--- src/rtl/pattern_stream_ctrl.sv ---
// Word-to-bit-serial sequencer wrapped around an overlapping pattern matcher.
// Each accepted word is shifted MSB-first through a persistent history; matches are counted per word.
module pattern_stream_ctrl #(
  parameter int WORD_W  = 8,
  parameter int PAT_MAX = 8,
  parameter int CNT_W   = 4,
  parameter int LEN_W   = 4
) (
  input  logic               clk,
  input  logic               reset_n,
  input  logic               cfg_we,
  input  logic [PAT_MAX-1:0] cfg_pat,
  input  logic [LEN_W-1:0]   cfg_len,
  input  logic               in_valid,
  input  logic [WORD_W-1:0]  in_data,
  output logic               in_ready,
  output logic               out_valid,
  output logic [CNT_W-1:0]   out_count,
  input  logic               out_ready,
  output logic               match_pulse,
  output logic               busy
);

  localparam int IDX_W = (WORD_W > 1) ? $clog2(WORD_W) : 1;

  localparam logic [1:0] S_IDLE   = 2'd0;
  localparam logic [1:0] S_SHIFT  = 2'd1;
  localparam logic [1:0] S_REPORT = 2'd2;

  localparam logic [LEN_W-1:0]   LEN_MAX = LEN_W'(PAT_MAX);
  localparam logic [CNT_W-1:0]   CNT_MAX = {CNT_W{1'b1}};
  localparam logic [PAT_MAX-1:0] PAT_RST = PAT_MAX'(4'b1011);
  localparam logic [LEN_W-1:0]   LEN_RST = LEN_W'(4);

  logic [1:0]         state_q;
  logic [WORD_W-1:0]  word_q;
  logic [IDX_W-1:0]   idx_q;
  logic [PAT_MAX-1:0] hist_q;
  logic [LEN_W-1:0]   fill_q;
  logic [PAT_MAX-1:0] pat_q;
  logic [LEN_W-1:0]   len_q;
  logic [CNT_W-1:0]   cnt_q;
  logic               pulse_q;

  logic               shift_bit;
  logic [PAT_MAX-1:0] hist_n;
  logic [LEN_W-1:0]   fill_n;
  logic [PAT_MAX-1:0] len_msk;
  logic               match;

  function automatic logic [LEN_W-1:0] sat_fill(input logic [LEN_W-1:0] f);
    return (f >= LEN_MAX) ? LEN_MAX : f + LEN_W'(1);
  endfunction

  function automatic logic [CNT_W-1:0] sat_cnt(input logic [CNT_W-1:0] c, input logic inc);
    return (inc && (c != CNT_MAX)) ? c + CNT_W'(1) : c;
  endfunction

  function automatic logic [LEN_W-1:0] clamp_len(input logic [LEN_W-1:0] l);
    return (l > LEN_MAX) ? LEN_MAX : l;
  endfunction

  function automatic logic [PAT_MAX-1:0] len_mask(input logic [LEN_W-1:0] l);
    logic [PAT_MAX-1:0] m;
    m = '0;
    for (int i = 0; i < PAT_MAX; i++) m[i] = (i < int'(l));
    return m;
  endfunction

  // Match is judged on the history and fill as they will be after this bit lands.
  always_comb begin
    shift_bit = word_q[idx_q];
    hist_n    = PAT_MAX'({hist_q, shift_bit});
    fill_n    = sat_fill(fill_q);
    len_msk   = len_mask(len_q);
    match     = (state_q == S_SHIFT) && (len_q != '0) && (fill_n >= len_q) &&
                (((hist_n ^ pat_q) & len_msk) == '0);
  end

  always_ff @(posedge clk or negedge reset_n) begin
    if (!reset_n) begin
      state_q <= S_IDLE;
      word_q  <= '0;
      idx_q   <= '0;
      hist_q  <= '0;
      fill_q  <= '0;
      pat_q   <= PAT_RST;
      len_q   <= LEN_RST;
      cnt_q   <= '0;
      pulse_q <= 1'b0;
    end else begin
      pulse_q <= match;
      case (state_q)
        S_IDLE: begin
          // A configuration write takes priority over a word offered in the same cycle.
          if (cfg_we) begin
            pat_q  <= cfg_pat;
            len_q  <= clamp_len(cfg_len);
            hist_q <= '0;
            fill_q <= '0;
          end else if (in_valid) begin
            word_q  <= in_data;
            idx_q   <= IDX_W'(WORD_W - 1);
            cnt_q   <= '0;
            state_q <= S_SHIFT;
          end
        end
        S_SHIFT: begin
          hist_q <= hist_n;
          fill_q <= fill_n;
          cnt_q  <= sat_cnt(cnt_q, match);
          idx_q  <= idx_q - IDX_W'(1);
          if (idx_q == '0) state_q <= S_REPORT;
        end
        S_REPORT: begin
          if (out_ready) state_q <= S_IDLE;
        end
        default: state_q <= S_IDLE;
      endcase
    end
  end

  assign in_ready    = (state_q == S_IDLE) && !cfg_we;
  assign out_valid   = (state_q == S_REPORT);
  assign out_count   = cnt_q;
  assign busy        = (state_q != S_IDLE);
  assign match_pulse = pulse_q;

endmodule

--- config.mk ---
export PLATFORM = sky130hd
export DESIGN_NAME = pattern_stream_ctrl
export DESIGN_NICKNAME = d
export VERILOG_FILES = /design/src/rtl/pattern_stream_ctrl.sv
export SDC_FILE = /design/constraint.sdc
export NUM_CORES = 1
export LEC_CHECK = 0
export CORE_MARGIN = 4
export CORE_UTILIZATION = 65
export DETAILED_ROUTE_END_ITERATION = 6
export DONT_BUFFER_PORTS = 1
export GPL_TIMING_DRIVEN = 0
export PLACE_DENSITY = 0.81
export SLEW_MARGIN = 20
export SYNTH_ARGS = -nofsm -noshare
export SYNTH_HDL_FRONTEND = slang
export SYNTH_SLANG_ARGS = --single-unit
--- constraint.sdc ---
create_clock -name clk -period 3.6 [get_ports clk]
set_input_delay 0.72 -clock clk [delete_from_list [all_inputs] [get_ports clk]]
set_output_delay 0.72 -clock clk [all_outputs]
set_load 0.05 [all_outputs]
== Word-level counts from Yosys, hierarchy flattened ==
Index checks and enable logic that the tools add are counted.

* Bits in registers: 41
* Bits of input ports: 25
* Output and inout port bits: 8
* Logic and storage cells: 74

* Add/subtract/negate cells: 3
* $lt $le $gt $ge: 12
* Equality and inequality tests: 9
* Muxes and demuxes: 20
* Bitwise gates (word level): 3
* Reductions and logical operators: 18

{| class="wikitable"
|+ Operator list
! cell !! count
|-
| $mux W4 || 6
|-
| $lt A3 B4 Y1 const A || 4
|-
| $pmux W4 S2 || 2
|-
| $pmux W7 S2 || 1
|-
| $add A4 B1 Y4 const B || 2
|-
| $and A8 B8 Y8 || 1
|-
| $logic_not A8 Y1 || 1
|-
| $lt A1 B4 Y1 const A || 2
|-
| $lt A2 B4 Y1 const A || 2
|-
| $mux W2 || 4
|-
| $reduce_and A4 Y1 || 2
|-
| $xor A8 B8 Y8 || 1
|-
| $mux W7 || 1
|-
| $mux W3 || 2
|-
| $ne A2 B1 Y1 const B || 3
|-
| $ne A2 B2 Y1 const B || 3
|-
| $pmux W2 S3 || 1
|-
| $pmux W3 S2 || 1
|-
| $reduce_and A3 Y1 || 2
|-
| $logic_and A1 B1 Y1 || 5
|-
| $ge A4 B4 Y1 || 1
|-
| $ge A4 B4 Y1 const B || 1
|-
| $gt A4 B4 Y1 const B || 1
|-
| $lt A3 B4 Y1 const B || 1
|-
| 13 further kinds || 15
|}

== Longest topological paths before layout ==
* Depth after elaboration: 9
* Mapped depth: 10
* Depth with buffers taken out: 10

== Least setup slack after synthesis ==
OpenSTA, ideal clock, no wires.

* Path kind: register to register
* From: reg state_q[0]
* To: reg word_q[0]
* Library setup time: 125 ps
* Arrival: 2345 ps
* Required time: 3475 ps
* Path slack: 1130 ps
* Cell stages (with the launch flop): 8
* Path buffers: 2
* Clock period less this slack: 2470 ps
* Cell sequence: dfrtp_1 -> clkbuf_2 -> nor2_1 -> inv_1 -> nor2_1 -> nand2_1 -> clkbuf_1 -> mux2_2

* Longest elaborated chain between the ends: 2

{| class="wikitable"
|+ RTL lines
! element !! line !! source
|-
| start: declaration || 35 || <nowiki>logic [1:0] state_q;</nowiki>
|-
| start signal: assignment || 82 || <nowiki>state_q <= S_IDLE;</nowiki>
|-
| start signal: assignment || 105 || <nowiki>state_q <= S_SHIFT;</nowiki>
|-
| start signal: assignment || 113 || <nowiki>if (idx_q == '0) state_q <= S_REPORT;</nowiki>
|-
| $logic_not A2 Y1 || 93 || <nowiki>case (state_q)</nowiki>
|-
| $reduce_and A3 Y1 (no line) || n/a ||
|-
| end signal: assignment || 102 || <nowiki>word_q <= in_data;</nowiki>
|-
| end: declaration || 36 || <nowiki>logic [WORD_W-1:0] word_q;</nowiki>
|}

No other way between the ends.
A chain may end at the register's enable or synchronous reset.

== Final worst setup path ==
* From: reg state_q[0]
* To: out in_ready

* Longest elaborated chain between the ends: 2

{| class="wikitable"
|+ RTL lines
! element !! line !! source
|-
| $logic_not A2 Y1 || 123 || <nowiki>assign in_ready = (state_q == S_IDLE) && !cfg_we;</nowiki>
|-
| $logic_and A1 B1 Y1 || 123 ||
|-
| end: declaration || 16 || <nowiki>output logic in_ready,</nowiki>
|}

No other way between the ends.

==> impl_metrics.json <==
{
  "outcome": "complete, no violations",
  "gr-total-overflow": 0,
  "max_slew_margin_pct": 33.1,
  "wl_mm": 3.82,
  "synthMuxAreaShare_pct": 12.4,
  "total_power_uw": 2230,
  "firstDrtPassIters": 4,
  "synth_compound_area_share_pct": 10.9,
  "post-synth-top-count-cell": "dfrtp_1",
  "syn-cell-area_um2": 2160,
  "hold_buffers": 0,
  "cts_setup_buffers": 0,
  "setup_violations": 0,
  "switching_share_pct": 42.6,
  "netlist_top_cells_count": "dfrtp_1 (37), nand2_1 (27), mux2_2 (17)",
  "p_leak_uw": 0.00104,
  "clockBufferDepth": 2,
  "die_w_um": 65.6,
  "yosysWarnings": 0,
  "num_antenna_cells": 0,
  "cts-root-buf": "clkbuf_4",
  "power_switching_uw": 950,
  "finalHoldViolCount": 0,
  "cts_num_sinks": 41,
  "clk_pin_slew_worst_paths_ns": 0.12,
  "vdd_drop_max_v": 0.000546,
  "synth_cell_types": 43,
  "crit_type": "flop to output pin",
  "power.density_nw_per_um2": 984,
  "synth-edff-count": 0,
  "clk_latency_ns": 0.35,
  "io_pins": 33,
  "fmax_mhz": 357,
  "required_ns": 2.88,
  "synth_nets": 234,
  "timing.final.crit_share_pct": 77.9,
  "critPathLaunchType": "flop",
  "syn_inst": 200,
  "die_y_um": 65.6,
  "post-route-util_pct": 73.1,
  "start_util_pct": 69.5,
  "crit_fanout": 9,
  "grt_max_degree": 42,
  "synth_adder_area_share_pct": 5.22,
  "setup_tns_ns": 0,
  "rsz0062_at_grt": "no",
  "internal_power_uw": 1280,
  "cts_buffers": 5,
  "core_area_um2": 3100,
  "worstPathArrival_ns": 2.08,
  "grt_pass1_vias": 1571,
  "synthSimpleGateAreaFrac_pct": 15.3,
  "place_congestion": 0.873,
  "post-synth-top-area-cell": "dfrtp_1",
  "cp-end-kind": "output pin",
  "period_minus_slack_ns": 2.80,
  "drive_above_1_share_pct": 18.8,
  "grt_usage_pct": 21.1,
  "ys_ff_latch": 41,
  "ys_async_sr_fraction_pct": 100,
  "rows": 20,
  "cts_max_level": 2,
  "antenna_found_initial": 0,
  "routed_via_density": 5.89,
  "layout.nets": 241,
  "pwr-share-seq_pct": 43.4,
  "grt_pass1_wl_mm": 6.99,
  "synth_top_family_by_area": "simple AND/OR/NAND/NOR gates",
  "drv_cap": 0,
  "p_comb_share_pct": 46.0,
  "dp_hpwl_mm": 2.95,
  "cts-resized-gates": 0,
  "drc": 0,
  "synth.area.top_cells": "dfrtp_1 (43%), mux2_2 (8.9%), ha_1 (5.2%), dfstp_2 (4.9%), nand2_1 (4.7%)",
  "die-area_um2": 4300,
  "finalMaxSlewViolations": 0,
  "clkPwrFrac_pct": 10.6,
  "min_path_type": "input pin to async pin",
  "r2r_slack_ns": 0.86,
  "yosysTopAreaCellShare_pct": 42.9,
  "worst_slew_pin_slew_ns": 1.00,
  "area_delta_synth_final_pct": 5.28,
  "yosysSeqAreaShare_pct": 47.8,
  "drtAntennaViolNets": 0,
  "ys.flop_type": "dfrtp_1",
  "vias": 1484,
  "cts_tree": "built",
  "drt_iter0_drc": 113,
  "synth.avg_cell_area_um2": 10.8,
  "routedWlPerCell_um": 15.2,
  "synth-xor-area-share_pct": 4.47,
  "portBuffers": 0,
  "skew_ns": 0.00823
}
## power by group through the flow
stage               Sequential, µW  Clock [µW]  Combinational (µW)
global placement               963           0                 981
detailed placement             980           0                1030
CTS                            969         245                1030
global route                  1000         270                1170
finish                         969         238                1030
floorplan                      920           0                 864
## kinds of logic after synthesis
| family | count (synthesis) |
|---|---|
| AOI/OAI and AO/OA | 33 |
| xor gates and xnor gates | 11 |
| adders and majority gates | 9 |
| buffers and inverters | 20 |
| DFF | 41 |
| muxes | 20 |
| and+or+nand+nor | 66 |
## cell type report
type	count	area, µm²
plain buffers	7	36.3
clock buffers	8	58.8
fillers	243	833
inverters	13	48.8
multi-input cells	139	1040
flip-flops and latches	41	1030
well taps	44	55.1
## routing by layer
metal | GRT usage [%] | share of wire, %
met3 | 5.81 | 5.4
met5 | 0 | 0
met2 | 35.9 | 50
met4 | 8.29 | 1.9
met1 | 25.1 | 42
## registers in the layout, indices dropped and copies added (netlist names), 2 cells and up
name / flops
out_count: 4
state_q: 2
len_q: 4
word_q: 8
idx_q: 3
hist_q: 7
fill_q: 4
pat_q: 8
## critical path, stage by stage (launching register included)
cell and delay [ns]:
dfrtp_1 0.37, clkbuf_2 0.16, nor2_1 0.16, inv_1 0.24
nor2_1 0.81
## placed cells by master (no fill, tap or decap), types with 2 or more instances in the layout
cell / count
nand2_1: 27
clkbuf_4: 5
xor2_1: 7
a2111oi_0: 3
ha_1: 9
a22oi_1: 3
mux2_2: 17
nor2_1: 8
mux4_1: 2
nand3_1: 11
inv_1: 13
o211ai_1: 6
dfstp_2: 4
nand2b_1: 6
o21ai_0: 7
a21oi_1: 3
dfrtp_1: 37
nor2b_1: 3
clkbuf_1: 6
o2bb2ai_1: 2
a31o_2: 2
xnor2_1: 4
## metrics by stage
stage,hold WS [ns],instance area (µm²),setup slack (ns),cells
after floorplan,0.424,2160,1.13,200
after global placement,0.425,2210,0.961,244
after detailed placement,0.425,2210,0.853,244
after CTS,0.0323,2270,0.784,252
after global routing,0.00506,2270,0.713,252
final,0.0508,2270,0.797,252
## final timing paths
| check | depth (start not counted) | endpoint | startpoint |
|---|---|---|---|
| max | 4 | in_ready | state_q[0] |
| min | 0 | word_q[7] | reset_n |
| max reg2reg | 7 | word_q[4] | state_q[0] |
| min reg2reg | 2 | len_q[2] | len_q[2] |
| max in group asynchronous | 0 | pat_q[3] | reset_n |
| min in group clk | 2 | len_q[2] | cfg_len[2] |
Note: power is estimated with default switching activity, not from simulation.
